===== config.mk =====
export PLATFORM = sky130hd
export DESIGN_NAME = tx_dispatch_ctrl
export DESIGN_NICKNAME = d
export VERILOG_FILES = /design/src/rtl/tx_dispatch_ctrl.sv
export SDC_FILE = /design/constraint.sdc
export NUM_CORES = 1
export LEC_CHECK = 0
export BUFFER_PORTS_ARGS = -buffer_cell sky130_fd_sc_hd__buf_2
export CAP_MARGIN = 20
export CORE_UTILIZATION = 46
export CTS_CLUSTER_DIAMETER = 100
export DETAILED_ROUTE_END_ITERATION = 12
export MAX_ROUTING_LAYER = met4
export PLACE_DENSITY = 0.75
export SLEW_MARGIN = 30
export SYNTH_ARGS = -nofsm -noshare
export SYNTH_HDL_FRONTEND = slang
export SYNTH_SLANG_ARGS = --single-unit

===== constraint.sdc =====
create_clock -name CLK -period 1.45 [get_ports CLK]
set_clock_uncertainty 0.05 [all_clocks]
set_input_delay 0.0725 -clock CLK [delete_from_list [all_inputs] [get_ports CLK]]
set_output_delay 0.0725 -clock CLK [all_outputs]
set_load 0.05 [all_outputs]

===== src/rtl/tx_dispatch_ctrl.sv =====
// rtl/tx_dispatch_ctrl.sv - pops FWFT FIFO words into a UART TX, one frame per busy pulse.
// Launch, wait for the TX busy rise (with timeout), then wait for the busy fall.
module tx_dispatch_ctrl #(
  parameter int DATA_WIDTH   = 8,
  parameter int BUSY_TIMEOUT = 16
) (
  input  logic                  CLK,
  input  logic                  RST,
  input  logic                  TX_ENABLE,
  input  logic                  FIFO_EMPTY,
  input  logic [DATA_WIDTH-1:0] FIFO_RD_DATA,
  input  logic                  TX_BUSY,
  input  logic                  CLR_ERR,
  output logic [DATA_WIDTH-1:0] TX_P_DATA,
  output logic                  TX_DATA_VALID,
  output logic                  FIFO_RD_INC,
  output logic [7:0]            DISPATCH_CNT,
  output logic                  TIMEOUT_ERR
);

  typedef enum logic [1:0] {
    IDLE      = 2'd0,
    WAIT_RISE = 2'd1,
    WAIT_FALL = 2'd2
  } state_t;

  localparam logic [7:0] TMO_LAST = 8'(BUSY_TIMEOUT - 1);

  state_t     state;
  logic       busy_prev;
  logic [7:0] tmo_cnt;
  logic       busy_rise;
  logic       busy_fall;

  assign busy_rise = TX_BUSY & ~busy_prev;
  assign busy_fall = ~TX_BUSY & busy_prev;

  always_ff @(posedge CLK) begin
    if (RST) begin
      state         <= IDLE;
      busy_prev     <= 1'b0;
      tmo_cnt       <= 8'd0;
      TX_P_DATA     <= '0;
      TX_DATA_VALID <= 1'b0;
      FIFO_RD_INC   <= 1'b0;
      DISPATCH_CNT  <= 8'd0;
      TIMEOUT_ERR   <= 1'b0;
    end else begin
      busy_prev     <= TX_BUSY;
      TX_DATA_VALID <= 1'b0;
      FIFO_RD_INC   <= 1'b0;
      // A timeout set below overrides this clear when both land in one cycle.
      if (CLR_ERR) begin
        TIMEOUT_ERR <= 1'b0;
      end
      case (state)
        IDLE: begin
          if (TX_ENABLE && !FIFO_EMPTY && !TX_BUSY) begin
            TX_P_DATA     <= FIFO_RD_DATA;
            TX_DATA_VALID <= 1'b1;
            tmo_cnt       <= 8'd0;
            state         <= WAIT_RISE;
          end
        end
        WAIT_RISE: begin
          if (busy_rise) begin
            FIFO_RD_INC  <= 1'b1;
            DISPATCH_CNT <= DISPATCH_CNT + 8'd1;
            state        <= WAIT_FALL;
          end else if (tmo_cnt == TMO_LAST) begin
            // No pop: the head word stays in the FIFO and is relaunched.
            TIMEOUT_ERR <= 1'b1;
            state       <= IDLE;
          end else begin
            tmo_cnt <= tmo_cnt + 8'd1;
          end
        end
        WAIT_FALL: begin
          if (busy_fall) begin
            state <= IDLE;
          end
        end
        default: state <= IDLE;
      endcase
    end
  end

endmodule


; Word-level counts from Yosys, hierarchy flattened
; Index checks and enable logic that the tools add are counted.
[classes]
n_mux = 15
addsub = 2
n_eq_ne = 8
n_reduce_logical = 12
bitwise_logic = 6
[ops]
columns = cell, count
row1 = 8-bit 2-to-1 mux, 3
row2 = 8-bit by 1-bit adder with 8-bit output (second input constant), 2
row3 = 8-bit case mux with 2 select lines, 1
row4 = 8-bit by 4-bit == test with 1-bit output (second input constant), 1
row5 = 2-bit 2-to-1 mux, 4
row6 = 2-bit != test (second input constant), 4
row7 = 1-bit 2-to-1 mux, 6
row8 = 2-bit case mux with 3 select lines, 1
row9 = 1-bit inverter, 4
row10 = 2-bit AND reduction, 2
row11 = 4-bit AND reduction, 1
row12 = 2-bit OR reduction, 2
row13 = 3-bit != test (second input constant), 1
row14 = 3-bit AND reduction, 1
row15 = 1-bit bitwise AND, 2
row16 = 2-bit by 1-bit == test with 1-bit output (second input constant), 1
row17 = 2-bit == test (second input constant), 1
row18 = 1-bit logical AND, 2
row19 = 1-bit logical NOT, 2
row20 = 2-bit logical NOT, 1
row21 = 2-bit nonzero test, 1
[totals]
regBits = 30
input_bits = 14

; Longest topological paths before layout
[logic_depth]
ltp_word = 5
ltp_mapped = 5

; Worst setup path before layout
; OpenSTA, ideal clock, no wires.
[synth_path]
kind = flip-flop to flip-flop
start = register tmo_cnt[0]
end = register tmo_cnt[7]
t_required_ps = 1280
stages_incl_launch_ff = 6
t_arrival_ps = 1412
path_slack_ps = -131
setup_ps = 120
period_less_slack_ps = 1581
path_cell_list = dfxtp_1 ha_1 and3_1 a211oi_2 nor3_1 a211o_1
[synth_via]
elab_chain_cells = 4
elab_cells_between_ends = 7
cone_classes = add/sub (1) / eq/ne (2) / mux (3) / reduce/logical (1)
[synth_rtl]
columns = item, line_no
row1 = from (decl), 31  ; logic [7:0] tmo_cnt;
row2 = from (signal assigned), 75  ; tmo_cnt <= tmo_cnt + 8'd1;
row3 = 8-bit by 1-bit adder with 8-bit output, 75
row4 = 8-bit 2-to-1 mux, 70  ; end else if (tmo_cnt == TMO_LAST) begin
row5 = 8-bit 2-to-1 mux, 66  ; if (busy_rise) begin
row6 = 8-bit case mux with 2 select lines, 56  ; case (state)
; Parallel ways exist; a longest one is shown, timed or not. The select of a mux whose other input is x is not followed.
; A chain may end at the register's enable or synchronous reset.

; Worst setup path in the final report
[layout_path]
start = register tmo_cnt[1]
end = register tmo_cnt[7]
; Same word-level chain as after synthesis.

==> flow_summary_export.csv <==
group,metric,value,unit
yosys,synth_area_per_cell,9.742,sq um
placement,dpl_cell_area,1603,sq um
global_routing,grt-busiest-layer,"met2",
yosys,synthXorXnorAreaFrac,4.804,%
layout,seqCellArea,606.8,sq um
global_routing,overflow,0,
yosys,ys_seq_elements,30,
route,drt_wl_total,2939,microns
yosys,muxShareOfSynthArea,7.059,%
timing,rsz0062_at_grt,"true",
clock_network,cts_tree,"done",
route,drtPass1Iterations,4,
layout,areaGrowthSynthToFinish,43.63,%
route,drc,0,
global_routing,use_met1,24.00,%
yosys,synth-adder-area-share,1.961,%
floorplanning,io_pins,33,
worst_setup_path,arrival,1.68,ns
clock_network,cts-root-buf,"clkbuf_4",
route,wl_per_cell,12.95,microns
yosys,synth_area_leader_cell,"dfxtp_1",
placement,gp_congestion,0.8452,
timing,fmaxAchievable,0.6573,GHz
route,drtIter0Drc,31,
timing,maxSlewViolCount,0,
route,ant_nets,0,
floorplanning,die-area,2989,sq um
global_routing,grt_pass1_wl,4347,microns
clock_network,clk_pin_slew,0.09,ns
hold_path,min_path_type,"in -> reg",
timing,min_period,1.521,ns
global_routing,use_met3,5.833,%
status,status,"finished, violations left",
floorplanning,num_rows,18,
clock_network,h-tree-depth,2,
yosys,postSynth.asyncResetShare,0,%
yosys,synthSimpleGateAreaFrac,27.25,%
timing,finalCritPeriodShare,104.9,%
layout,multiInputGateArea,693.2,sq um
route,via_per_inst,5.233,
global_routing,antenna_found_initial,0,
floorplanning,die_x,54.67,microns
floorplanning,start_util,50.15,%
clock_network,clockBufferDepth,2,
worst_setup_path,crit_required,1.61,ns
yosys,synth_top_area_share,47.06,%
yosys,synth_fp_nets,147,
layout,fin_area,1833,sq um
clock_network,cts.sinks,30,
global_routing,grt_max_degree,21,
yosys,synth_ff_type,"dfxtp_1",
yosys,yosysWarnings,0,
yosys,netlist_area,1276,sq um
clock_network,cts_buffers,5,
global_routing,grt_pass1_vias,1024,
timing,setup_viol,4,
worst_setup_path,r2r_slack,-0.07,ns
worst_setup_path,worst-path-max-fanout,5,
layout,num_antenna_cells,0,
layout,fillCellCount,206,
layout,nets,212,
job,maxCapViolations,0,
worst_setup_path,timing.rr.end,"tmo_cnt[7]",
placement,io_buffers,32,
yosys,synth_cells,131,
worst_setup_path,startpoint,"tmo_cnt[1]",
timing,timing.final.hold_violations,0,
timing,worst_pin_slew,0.2849,ns
placement,post-dp-hpwl,1901,microns
yosys,ys_top_cells_by_area,"dfxtp_1 (47%), mux2i_1 (7.1%), nor2_1 (5.3%)",
worst_setup_path,cp-endpoint,"tmo_cnt[7]",
floorplanning,coreArea,2545,sq um
clock_network,clock_latency,0.32,ns
timing,slew_headroom,80.95,%
power,leakagePower,0.7842,nW
global_routing,use_met2,35.14,%
global_routing,track_usage,21.87,%
floorplanning,die_h,54.67,microns
yosys,seq_area_frac_synth,47.06,%
power,finalPower,1.670,mW
worst_setup_path,rr_worst_depth,5,
yosys,synthTopCellsByCount,"dfxtp_1 (30), nor2_1 (18), mux2i_1 (9)",
status,failed_checks,"negative setup slack",
worst_setup_path,cp-end-kind,"register",
layout,layout-drive-gt1-share,38.07,%
worst_setup_path,critPathLaunchType,"register",
yosys,synth_cell_types,39,
power,vdd_drop_max,0.8464,mV
timing,setup_ws,-0.07142,ns
yosys,synth_top_family_by_area,"simple AND/OR/NAND/NOR gates",
worst_setup_path,rr_startpoint,"tmo_cnt[1]",
yosys,post-synth-top-count-cell,"dfxtp_1",
route,vias,1188,
worst_setup_path,worstSetupPathType,"reg -> reg",
yosys,synth-compound-area-share,9.804,%
power,pwr_density_cell,911.1,nW/um^2
yosys,synth_edf_count,0,
-- flip-flops by register name (all words and copies together), names as in the netlist --
| register | flops |
|---|---|
| busy_prev | 1 |
| TIMEOUT_ERR | 1 |
| DISPATCH_CNT | 8 |
| tmo_cnt | 8 |
| FIFO_RD_INC | 1 |
| TX_DATA_VALID | 1 |
| TX_P_DATA | 8 |
| state | 2 |
-- cells by family after synthesis --
family,Yosys count
AOI/OAI and AO/OA,18
xor gates and xnor gates,7
adders and majority gates,2
buffers and inverters,6
DFF,30
muxes,9
and+or+nand+nor,59
-- cells in the final DEF, fill, tap and decap left out, types with 3 or more instances in the layout --
master / instances
nor2b_1: 3
and3_1: 3
clkbuf_4: 5
nor2_1: 18
mux2i_1: 9
nand4_1: 3
dlygate4sd3_1: 11
buf_2: 32
xnor2_1: 3
nor3_2: 3
or3_1: 3
xor2_1: 4
nand2_1: 8
a21oi_1: 4
a31oi_1: 5
dfxtp_2: 5
dfxtp_1: 25
buf_4: 19
-- report_power, final --
part           internal (mW)  total (mW)  switching (mW)  leakage (nW)
clock                  0.366       0.647           0.282        0.0395
sequential             0.838       0.849          0.0107         0.245
combinational         0.0798       0.174          0.0940         0.499
total                   1.28        1.67           0.387         0.784
-- area by class of cell --
| cell class | count | area share [%] |
|---|---|---|
| Multi-Input combinational cell | 95 | 37.82 |
| Sequential cell | 30 | 33.11 |
| Timing Repair Buffer | 62 | 22.53 |
| Clock buffer | 7 | 2.457 |
| Tap cell | 30 | 2.048 |
| Clock inverter | 1 | 1.638 |
| Inverter | 2 | 0.4096 |
-- layer usage --
| layer | vias to the layer above | wire length [microns] |
|---|---|---|
| met3 | 8 | 124 |
| met1 | 541 | 1289 |
| met2 | 40 | 1462 |
| met4 | 0 | 63 |
| met5 | - | 0 |
| li1 | 599 | - |
-- worst max-delay path, cell delays in order (launching register included) --
cell and delay, ns:
dfxtp_2 0.35, ha_4 0.15, and3_4 0.19, a211oi_4 0.30, nor3_2 0.10, a211o_1 0.27
-- worst min-delay path by stage --
stage / slack, ns / cells past startpoint / startpoint / end
2_1_floorplan: 0.15 / 1 / TX_BUSY / busy_prev
3_3_place_gp: 0.26 / 3 / FIFO_RD_DATA[6] / TX_P_DATA[6]
3_5_place_dp: 0.26 / 3 / FIFO_RD_DATA[2] / TX_P_DATA[2]
4_1_cts: 0.12 / 3 / TX_BUSY / FIFO_RD_INC
5_1_grt: 0.17 / 3 / TX_BUSY / FIFO_RD_INC
6_report: 0.15 / 4 / TX_BUSY / state[1]
-- timing repair --
action                                  CTS  global route
setup buffers                             1             3
endpoints found under the setup margin    4            14
hold buffers                             11             0
resized for setup                         0             4
pin swaps                                 3             2
hold endpoints to repair                 13             0
-- per-stage QoR --
step	hold WS, ns	worst slack, ns	util [%]	setup TNS (ns)	instances
final	0.1479	-0.07142	72.03	-0.1668	227
after global routing	0.1660	-0.1262	72.03	-0.7158	227
after global placement	0.2558	-0.03468	62.98	-0.03468	204
after floorplan	0.1507	-0.01293	-	-0.02864	131
after CTS	0.1224	-0.05843	70.55	-0.1414	224
after detailed placement	0.2643	-0.07166	62.98	-0.07166	204
Power figures use the tool's default switching activity.
